[src/rtl/mux_nto1_rr_if.sv]
// Handshake bundle between N producer streams, the mux, and one consumer.
// The master side drives inputs and consumer ready; the slave side is the mux.
interface mux_nto1_rr_if #(
    parameter int N = 4,
    parameter int W = 4
);
    localparam int SELW = $clog2(N);

    logic                mode;
    logic [SELW-1:0]     sel;
    logic [N*W-1:0]      in_data;
    logic [N-1:0]        in_valid;
    logic [N-1:0]        in_ready;
    logic [W-1:0]        out_data;
    logic [SELW-1:0]     out_ch;
    logic                out_valid;
    logic                out_ready;

    modport master (
        output mode, sel, in_data, in_valid, out_ready,
        input  in_ready, out_data, out_ch, out_valid
    );

    modport slave (
        input  mode, sel, in_data, in_valid, out_ready,
        output in_ready, out_data, out_ch, out_valid
    );
endinterface

[src/rtl/mux_nto1_rr.sv]
// N:1 registered mux, fixed-select or round-robin; 1 cycle from input transfer to out_valid.
// Backpressure: the output register reloads only when empty or draining; otherwise every in_ready is low.
module mux_nto1_rr #(
    parameter int N = 4,
    parameter int W = 4
) (
    input  logic          clk,
    input  logic          rst_n,
    mux_nto1_rr_if.slave  bus
);
    localparam int SELW = $clog2(N);

    logic [SELW-1:0] ptr;
    logic [SELW-1:0] gnt_idx;
    logic            granted;
    logic            load_en;
    logic [N-1:0]    rdy;
    logic [W-1:0]    data_q;
    logic [SELW-1:0] ch_q;
    logic            vld_q;
    int              c;

    assign load_en = ~vld_q | bus.out_ready;

    // Round-robin scans from the far end so the last hit is the first channel after ptr.
    always_comb begin
        gnt_idx = '0;
        granted = 1'b0;
        c       = 0;
        if (!bus.mode) begin
            for (int k = 0; k < N; k++) begin
                if (SELW'(k) == bus.sel && bus.in_valid[SELW'(k)]) begin
                    granted = 1'b1;
                    gnt_idx = SELW'(k);
                end
            end
        end else begin
            for (int i = N; i >= 1; i--) begin
                c = (int'(ptr) + i) % N;
                if (bus.in_valid[SELW'(c)]) begin
                    granted = 1'b1;
                    gnt_idx = SELW'(c);
                end
            end
        end
    end

    always_comb begin
        rdy = '0;
        if (load_en && granted && rst_n) begin
            rdy[gnt_idx] = 1'b1;
        end
    end

    always_ff @(posedge clk or negedge rst_n) begin
        if (!rst_n) begin
            data_q <= '0;
            ch_q   <= '0;
            vld_q  <= 1'b0;
            ptr    <= SELW'(N - 1);
        end else if (load_en) begin
            if (granted) begin
                data_q <= bus.in_data[int'(gnt_idx)*W +: W];
                ch_q   <= gnt_idx;
                vld_q  <= 1'b1;
                if (bus.mode) begin
                    ptr <= gnt_idx;
                end
            end else begin
                vld_q <= 1'b0;
            end
        end
    end

    assign bus.in_ready  = rdy;
    assign bus.out_data  = data_q;
    assign bus.out_ch    = ch_q;
    assign bus.out_valid = vld_q;
endmodule

[src/flat_wrapper.sv]
// flat-port wrapper written by rule: the top's interface ports become plain ports
module mux_nto1_rr_flat 
#(
    parameter int N = 4,
    parameter int W = 4
)
  (clk, rst_n, bus_mode, bus_sel, bus_in_data, bus_in_valid, bus_out_ready, bus_in_ready, bus_out_data, bus_out_ch, bus_out_valid);
  mux_nto1_rr_if #(.N(N), .W(W)) bus_i ();
  input  logic clk;
  input  logic rst_n;
  input wire logic [$bits(bus_i.mode)-1:0] bus_mode;
  input wire logic [$bits(bus_i.sel)-1:0] bus_sel;
  input wire logic [$bits(bus_i.in_data)-1:0] bus_in_data;
  input wire logic [$bits(bus_i.in_valid)-1:0] bus_in_valid;
  input wire logic [$bits(bus_i.out_ready)-1:0] bus_out_ready;
  output wire logic [$bits(bus_i.in_ready)-1:0] bus_in_ready;
  output wire logic [$bits(bus_i.out_data)-1:0] bus_out_data;
  output wire logic [$bits(bus_i.out_ch)-1:0] bus_out_ch;
  output wire logic [$bits(bus_i.out_valid)-1:0] bus_out_valid;
  assign bus_i.mode = bus_mode;
  assign bus_i.sel = bus_sel;
  assign bus_i.in_data = bus_in_data;
  assign bus_i.in_valid = bus_in_valid;
  assign bus_i.out_ready = bus_out_ready;
  assign bus_in_ready = bus_i.in_ready;
  assign bus_out_data = bus_i.out_data;
  assign bus_out_ch = bus_i.out_ch;
  assign bus_out_valid = bus_i.out_valid;
  mux_nto1_rr #(.N(N), .W(W)) u_core (.clk(clk), .rst_n(rst_n), .bus(bus_i));
endmodule
[config.mk]
export PLATFORM = sky130hd
export DESIGN_NAME = mux_nto1_rr_flat
export DESIGN_NICKNAME = d
export VERILOG_FILES = /design/src/rtl/mux_nto1_rr_if.sv /design/src/rtl/mux_nto1_rr.sv /design/src/flat_wrapper.sv
export SDC_FILE = /design/constraint.sdc
export NUM_CORES = 1
export LEC_CHECK = 0
export ABC_AREA = 1
export CAP_MARGIN = 20
export CORE_MARGIN = 4
export CORE_UTILIZATION = 48
export CTS_BUF_LIST = sky130_fd_sc_hd__clkbuf_4
export DETAILED_ROUTE_END_ITERATION = 12
export PLACE_DENSITY = 0.95
export SLEW_MARGIN = 5
export SYNTH_ARGS = -nofsm -noshare
export SYNTH_HDL_FRONTEND = slang
export SYNTH_SLANG_ARGS = --single-unit
export TNS_END_PERCENT = 10
[constraint.sdc]
create_clock -name clk -period 5.4 [get_ports clk]
set_input_delay 1.08 -clock clk [delete_from_list [all_inputs] [get_ports clk]]
set_output_delay 1.08 -clock clk [all_outputs]
set_load 0.005 [all_outputs]
# After elaboration in Yosys (flattened, before gate mapping)
# Cells that the tools add are included.
word_totals:
  wordCells: 55
  input_bits: 26
  output_inout_bits: 11
  regBits: 9
op_classes:
  n_eq_ne: 1
  shifts: 1
  mux: 29
  n_reduce_logical: 8
  n_addsub: 4
  order_cmp: 6
  bitwise: 2
ops:
  columns: ["operator", "count"]
  rows:
  - ["two-way mux 1 bit", 18]
  - ["less-than comparator 2 x 4 -> 1 bit (second input constant)", 4]
  - ["indexed part select 16 x 5 -> 4 bit", 1]
  - ["two-way mux 2 bit", 5]
  - ["binary-select mux 1 bit (select 2 bit)", 4]
  - ["logical AND 1 bit", 5]
  - ["adder 2 x 1 -> 2 bit (second input constant)", 2]
  - ["adder 2 bit (second input constant)", 2]
  - ["two-way mux 4 bit", 1]
  - ["less-than comparator 2 x 3 -> 1 bit (second input constant)", 1]
  - ["AND reduction 3 bit", 1]
  - ["demux 1 bit (select 2 bit)", 1]
  - ["== test 1 x 2 -> 1 bit (first input constant)", 1]
  - [">= comparator 2 x 1 -> 1 bit (second input constant)", 1]
  - ["zero test 2 bit", 1]
  - ["AND reduction 2 bit", 1]
  - ["inverter 1 bit", 1]
  - ["OR 1 bit", 1]

# Logic depth before layout (Yosys ltp)
# Gate-level depths: netlist of run 1.
logic_depth:
  depth_word: 14
  depth_mapped: 16
  depth_no_buf: 14

# Least setup slack after synthesis of run 1
# OpenSTA, ideal clock, no wires.
synth_path:
  kind: "input to output"
  startpoint: "input port bus_in_valid[1]"
  endpoint: "output port bus_in_ready[1]"
  required_time_ns: 4.320
  arrival_ns: 2.108
  stages: 11
  slack_ns: 2.212
  path_buffers: 1
  cell_sequence: "inv_1 > o21ai_2 > nand2_1 > nand2_2 > inv_2 > nand3_1 > o21ai_1 > nor2_2 > buf_4 > nand2_2 > nor3_1"
synth_via:
  elab_chain_len: 13
  word_cells_on_any_way: 33
  classes_between: "order compare: 2; mux: 27; reduce/logical: 4"
synth_lines:
  columns: ["element", "line", "source"]
  rows:
  - ["start: declaration", "flat_wrapper.sv:14", "input wire logic [$bits(bus_i.in_valid)-1:0] bus_in_valid;"]
  - ["binary-select mux 1 bit (select 2 bit)", "mux_nto1_rr.sv:40", "if (bus.in_valid[SELW'(c)]) begin"]
  - ["two-way mux 1 bit (not written as such) (2 in series)", "mux_nto1_rr.sv:40", null]
  - ["two-way mux 2 bit (4 in series)", "mux_nto1_rr.sv:40", null]
  - ["two-way mux 2 bit", "mux_nto1_rr.sv:30", "if (!bus.mode) begin"]
  - ["less-than comparator 2 x 3 -> 1 bit (not written as such) / >= comparator 2 x 1 -> 1 bit (equally long branches)", "mux_nto1_rr.sv:51", "rdy[gnt_idx] = 1'b1;"]
  - ["logical AND 1 bit (not written as such)", "mux_nto1_rr.sv:51", null]
  - ["two-way mux 1 bit (not written as such)", "mux_nto1_rr.sv:51", null]
  - ["demux 1 bit (select 2 bit)", null, null]
  - ["two-way mux 4 bit (*)", "mux_nto1_rr.sv:50", "if (load_en && granted && rst_n) begin"]
  - ["end: declaration", "flat_wrapper.sv:16", "output wire logic [$bits(bus_i.in_ready)-1:0] bus_in_ready;"]
# Mark *: on every way between the ends. The rest lies on a longest branch, timed or not. The select of a mux whose other input is x is not followed.

# Worst setup path in the final report of run 1
# Ends and elaborated chain as after synthesis.

==> results of run 1 <==
==> cells in the final DEF, fill, tap and decap left out, types with 3 or more instances in the layout <==
cell type,Yosys,layout
clkdlybuf4s50_1,0,36
nand2_1,26,26
nand2_2,17,17
inv_1,11,11
nand3_1,10,10
nor2_1,10,10
nand4_1,8,8
nand3_2,7,7
dfrtp_1,7,7
inv_2,4,4
nor2_2,4,4
clkbuf_4,0,4
nor3_1,3,3
==> where the power goes <==
part | switching [W] | internal, W | leakage [nW]
registers | 0.0000302 | 0.000103 | 0.102
logic | 0.000218 | 0.000167 | 0.490
clock network | 0.0000216 | 0.0000334 | 0.0184
==> per-stage QoR <==
step           area, um^2  hold WS (ns)
2_1_floorplan       928.4        0.4654
3_3_place_gp         1279        0.4614
3_5_place_dp         1279        0.4665
4_1_cts              1309        0.4811
5_1_grt              1309        0.5156
6_report             1309        0.4812
==> worst max-delay path, delay by kind of cell <==
family	cells	cell delay (ns)
buf+inv	4	1.32
simple gates	5	0.76
compound gates	1	0.18
==> flip-flops by register name, indices dropped and copies added, names as in the netlist <==
name                  flops
u_core.ptr                2
u_core.bus.out_ch         2
u_core.bus.out_valid      1
u_core.bus.out_data       4
==> cells by family (layout without fill, tap and decap cells) <==
| logic type | after synthesis | after routing | synth area share [%] |
|---|---|---|---|
| AO/OA/AOI/OAI | 6 | 6 | 3.639 |
| buffers and inverters | 23 | 59 | 13.07 |
| flip-flops | 9 | 9 | 24.53 |
| AND/OR/NAND/NOR | 95 | 95 | 58.76 |
==> cell usage after synthesis (all sizes together) <==
cell type	number
nand2	45
nand3	18
inv	16
nor2	14
nand4	8
dfrtp	7
buf	5
nor3	5
o21ai	5
or2	4
clkinv	2
dfstp	2
a21oi	1
and2	1
==> path summary, 6_finish.rpt <==
path	from	to	slack [ns]	cells past startpoint
max	bus_in_valid[1]	bus_in_ready[1]	0.99	10
min	u_core.bus.out_ch[1]$_DFFE_PN0P_	u_core.bus.out_ch[1]$_DFFE_PN0P_	0.48	2
max reg2reg	u_core.ptr[0]$_DFFE_PN1P_	u_core.bus.out_data[3]$_DFFE_PN0P_	3.14	13
min reg2reg	u_core.bus.out_ch[1]$_DFFE_PN0P_	u_core.bus.out_ch[1]$_DFFE_PN0P_	0.48	2
max in group asynchronous	rst_n	u_core.ptr[0]$_DFFE_PN1P_	3.93	1
min in group asynchronous	rst_n	u_core.bus.out_data[3]$_DFFE_PN0P_	1.13	1
==> layout make-up <==
type / count / area, um^2 / area share, %
timing repair buffer: 37 / 367.9 / 28.11
tap: 25 / 31.28 / 2.390
multi-input combinational: 101 / 579.3 / 44.26
sequential: 9 / 227.7 / 17.40
inverter: 18 / 72.57 / 5.545
clock buffer: 4 / 30.03 / 2.294
==> routing by layer <==
layer	vias up	wire [um]	global-route usage, %
li1	493	-	-
met1	453	1031	23.06
met2	32	1171	33.68
met3	0	150	2.579
met4	0	0	5.240
met5	-	0	0
==> results.py, run 1 <==
metrics = {
    "status": {
        "status": "finished, final reports clean",
    },
    "sta": {
        "skew_ns": 0.002227,
        "final_max_slew_viol_count": 0,
        "worst_pin_slew_ns": 0.4390,
        "setup_viol": 0,
        "max_freq_mhz": 226.6,
        "finalSetupTns_ns": 0,
        "relSlewSlack_pct": 70.65,
        "grt_setup_unrepaired": "false",
        "setup_slack_ns": 0.9874,
        "period_minus_slack_ns": 4.413,
        "min_period_over_period_pct": 81.71,
        "finalHoldViolations": 0,
    },
    "die": {
        "die_y_um": 51.98,
        "dieArea_um2": 2702,
        "core-area_um2": 1783,
        "rows": 15,
        "pin_count": 37,
        "initial_core_util_pct": 52.07,
        "die_x_um": 51.98,
    },
    "finish": {
        "fin_cells": 194,
        "num_antenna_cells": 0,
        "fin_util_pct": 73.40,
        "nFillCells": 144,
        "final_nets": 196,
        "drive_above_1_share_pct": 28.99,
        "syn_to_final_growth_pct": 40.97,
    },
    "critical_path": {
        "worstSetupEndpointType": "primary output",
        "start_kind": "input port",
        "cp_slowest_cell": "clkdlybuf4s50_1",
        "critical_path.max_stage_delay_ns": 0.52,
        "worstPathRequired_ns": 4.32,
        "path_cells": "clkdlybuf4s50_1, inv_1, o21ai_2, nand2_2, nand3_1, nand2_1, nand2_1, inv_1, nor3_1, clkdlybuf4s50_1",
        "worst-setup-path-type": "input port to primary output",
        "critPathMaxFanout": 11,
        "worstPathArrival_ns": 3.33,
    },
    "grt": {
        "grt_overflow": 0,
        "antenna_found_initial": 0,
        "grt_pass1_vias": 913,
        "grt_max_degree": 14,
        "grt_pass1_wl_mm": 3.850,
        "grt_usage_pct": 18.79,
    },
    "synth": {
        "synthTopCellsByArea": "dfrtp_1 19%, nand2_2 11%, nand2_1 11%, nand3_2 7.5%, dfstp_2 5.7%",
        "seq_area_frac_synth_pct": 24.53,
        "synth_top_area_share_pct": 18.87,
        "ys_ff_latch": 9,
        "syn-mean-instance-area_um2": 6.980,
        "synth_fp_nets": 159,
        "ys_types": 27,
        "synth.largest_area_cell": "dfrtp_1",
        "netlist_instances": 133,
        "yosys_warnings": 0,
        "syn_area_um2": 928.4,
    },
    "clocking": {
        "postCtsHoldBufs": 0,
        "cts.sinks": 9,
        "cts_root_buf": "clkbuf_4",
        "clkTransAtPathRegs_ns": 0.06,
        "cts_made_buffers": 3,
        "htreeDepth": 1,
        "post-cts-setup-buffer-count": 0,
        "clock_latency_ns": 0.25,
        "cts.path.max_buffers": 2,
        "tritoncts": "built",
        "cts_resized": 0,
    },
    "routing": {
        "firstDrtPassIters": 4,
        "drtAntennaViolNets": 0,
        "drc": 0,
        "drtIter0Drc": 21,
        "vias_per_cell": 5.041,
        "wirelength_mm": 2.353,
        "vias": 978,
        "routedWlPerCell_um": 12.13,
    },
    "placed_design": {
        "dp_slack_ns": 0.9822,
        "gp_congestion": 0.8030,
        "dp_hpwl_mm": 1.979,
        "dp_cells": 190,
        "port-buffer-count": 36,
    },
    "power": {
        "p_per_area_nw_per_um2": 438.2,
        "p_leak_nw": 0.6101,
        "p_total_w": 0.0005735,
        "ir_worst_vdd_mv": 0.2481,
    },
    "run": {
        "cap_violations": 0,
    },
    "min_path": {
        "hp-class": "register to register",
    },
}
Note: power is estimated with default switching activity, not from simulation.
==> run 2: changes to the inputs <==
--- a/config.mk
+++ b/config.mk
@@ -8,10 +8,10 @@
 export ABC_AREA = 1
 export CAP_MARGIN = 20
 export CORE_MARGIN = 4
-export CORE_UTILIZATION = 48
+export CORE_UTILIZATION = 45
 export CTS_BUF_LIST = sky130_fd_sc_hd__clkbuf_4
 export DETAILED_ROUTE_END_ITERATION = 12
-export PLACE_DENSITY = 0.95
+export PLACE_DENSITY = 0.93
 export SLEW_MARGIN = 5
 export SYNTH_ARGS = -nofsm -noshare
 export SYNTH_HDL_FRONTEND = slang
==> constraint.sdc (replaced) <==
create_clock -name clk -period 4.4 [get_ports clk]
set_input_delay 0.88 -clock clk [delete_from_list [all_inputs] [get_ports clk]]
set_output_delay 0.88 -clock clk [all_outputs]
set_load 0.005 [all_outputs]
==> run 2 against run 1 <==
Register-to-register slack worse by 0.81 ns. Die area rose by 5.6%. Count of clock-buffer cells in the layout unchanged. Via count shrank 0.41%. Largest power group unchanged. Routed wire length up 0.81%. Sequential power is 21% higher. Setup slack worse by 0.46 ns. Core utilization shrank 6.2 points. Sequential share of layout area is 0.13 points lower. Global-route usage down 0.18 points.
==> results.py, run 2 (same netlist as run 1, synthesis figures left out) <==
metrics = {
    "status": {
        "status": "finished, final reports clean",
    },
    "critical_path": {
        "cp_slowest_cell": "clkdlybuf4s50_1",
        "worstPathArrival_ns": 2.99,
        "critPathMaxFanout": 13,
        "timing.rr.start": "u_core.ptr[0]$_DFFE_PN1P_",
        "start_kind": "input port",
        "worstRegToRegCells": 13,
        "r2r_slack_ns": 2.33,
        "cp_top_family": "buffers and inverters",
        "critical_path.max_stage_delay_ns": 0.54,
        "r2r-end": "u_core.bus.out_data[0]$_DFFE_PN0P_",
        "worst-setup-path-type": "input port to primary output",
        "critPathMostFrequentCell": "nand2_1",
        "worstSetupEndpointType": "primary output",
        "path_cells": "clkdlybuf4s50_1, inv_1, nand2_1, nand3_1, nand2_1, inv_2, nand2_2, nand2_1, nand2_2, nand3_4, nand2_4, inv_2, nor3_2, clkdlybuf4s50_1",
        "crit_buf_inv": 5,
        "worstPathRequired_ns": 3.52,
    },
    "sta": {
        "finalHoldViolations": 0,
        "skew_ns": 0.006160,
        "grt_setup_unrepaired": "false",
        "finalSetupTns_ns": 0,
        "worst_pin_slew_ns": 0.4426,
        "period_minus_slack_ns": 3.869,
        "min_period_over_period_pct": 87.93,
        "final_max_slew_viol_count": 0,
        "max_freq_mhz": 258.5,
        "setup_viol": 0,
        "relSlewSlack_pct": 70.40,
    },
    "clocking": {
        "cts_resized": 0,
        "cts_root_buf": "clkbuf_4",
        "tritoncts": "built",
        "cts.path.max_buffers": 2,
        "postCtsHoldBufs": 0,
        "cts_made_buffers": 3,
        "clock_latency_ns": 0.26,
        "htreeDepth": 1,
        "post-cts-setup-buffer-count": 0,
        "clkTransAtPathRegs_ns": 0.06,
        "cts.sinks": 9,
    },
    "die": {
        "die_x_um": 53.42,
        "pin_count": 37,
        "dieArea_um2": 2854,
        "die_y_um": 53.42,
        "core-area_um2": 1962,
        "rows": 16,
        "initial_core_util_pct": 47.32,
    },
    "routing": {
        "drtAntennaViolNets": 0,
        "vias": 974,
        "firstDrtPassIters": 4,
        "drtIter0Drc": 16,
        "drc": 0,
        "vias_per_cell": 4.944,
        "routedWlPerCell_um": 12.04,
        "wirelength_mm": 2.372,
    },
    "finish": {
        "largest_reg_flops": 4,
        "final_cell_mix": "36 x clkdlybuf4s50_1, 26 x nand2_1, 17 x nand2_2",
        "syn_to_final_growth_pct": 42.05,
        "drive_above_1_share_pct": 29.41,
        "num_antenna_cells": 0,
        "final_nets": 197,
        "final_common_cell": "clkdlybuf4s50_1",
    },
    "grt": {
        "grt_usage_pct": 18.61,
        "grt_max_degree": 14,
        "grt_pass1_wl_mm": 3.891,
        "grt_pass1_vias": 945,
        "antenna_found_initial": 0,
        "grt_overflow": 0,
    },
    "power": {
        "p_total_w": 0.0007200,
        "p_per_area_nw_per_um2": 545.9,
        "ir_worst_vdd_mv": 0.3582,
        "p_leak_nw": 0.6146,
    },
    "placed_design": {
        "port-buffer-count": 36,
        "gp_congestion": 0.8788,
        "dp_hpwl_mm": 2.026,
    },
    "run": {
        "cap_violations": 0,
    },
    "min_path": {
        "hold_path_depth": 2,
        "hp-class": "register to register",
        "min_to": "u_core.bus.out_ch[1]$_DFFE_PN0P_",
        "worstHoldStart": "u_core.bus.out_ch[1]$_DFFE_PN0P_",
    },
}
## run 2: where the power goes
group | switching (W) | internal [W] | total, W
clock | 0.0000275 | 0.0000410 | 0.0000685
sequential | 0.0000347 | 0.000127 | 0.000161
combinational | 0.000279 | 0.000211 | 0.000490
total | 0.000342 | 0.000378 | 0.000720
## run 2: through the flow
stage	instances	hold slack [ns]	setup slack (ns)	utilization, %	area, um^2
final	197	0.4894	0.5312	67.22	1319
after global routing	197	0.5206	0.3384	67.22	1319
after CTS	197	0.4932	0.5420	67.22	1319
after detailed placement	193	0.4757	0.5456	65.69	1289
after global placement	193	0.4750	0.6014	65.69	1289
after floorplan	133	0.4654	1.612	-	928.4
## run 2: worst max-delay path by stage
| stage | endpoint | from | slack, ns | cells past startpoint |
|---|---|---|---|---|
| global route | bus_in_ready[2] | bus_in_valid[3] | 0.34 | 14 |
| finish | bus_in_ready[2] | bus_in_valid[3] | 0.53 | 14 |
| CTS | bus_in_ready[2] | bus_in_valid[3] | 0.54 | 14 |
| detailed placement | bus_in_ready[2] | bus_in_valid[2] | 0.55 | 14 |
| global placement | bus_in_ready[0] | bus_in_valid[3] | 0.60 | 14 |
| floorplan | bus_in_ready[1] | bus_in_valid[1] | 1.61 | 11 |
## run 2: cell type report
| class | count | area [um^2] |
|---|---|---|
| sequential | 9 | 227.7 |
| multi-input combinational | 101 | 579.3 |
| tap | 27 | 33.78 |
| fill | 183 | 643.1 |
| timing repair buffer | 38 | 375.4 |
| clock buffer | 4 | 30.03 |
| inverter | 18 | 72.57 |
## run 2: worst min-delay path, delay by kind of cell, from the launching register on
kind / cells / cell delay, ns
flip-flops: 1 / 0.35
AND/OR/NAND/NOR: 2 / 0.11
## run 2: metal layers
| metal | up-vias | part of all wire [%] | GRT usage, % |
|---|---|---|---|
| met4 | 0 | 2.4 | 10.64 |
| met3 | 6 | 2.4 | 3.380 |
| met5 | - | 0 | 0 |
| met1 | 446 | 42 | 22.83 |
| met2 | 23 | 53 | 30.00 |
| li1 | 499 | - | - |
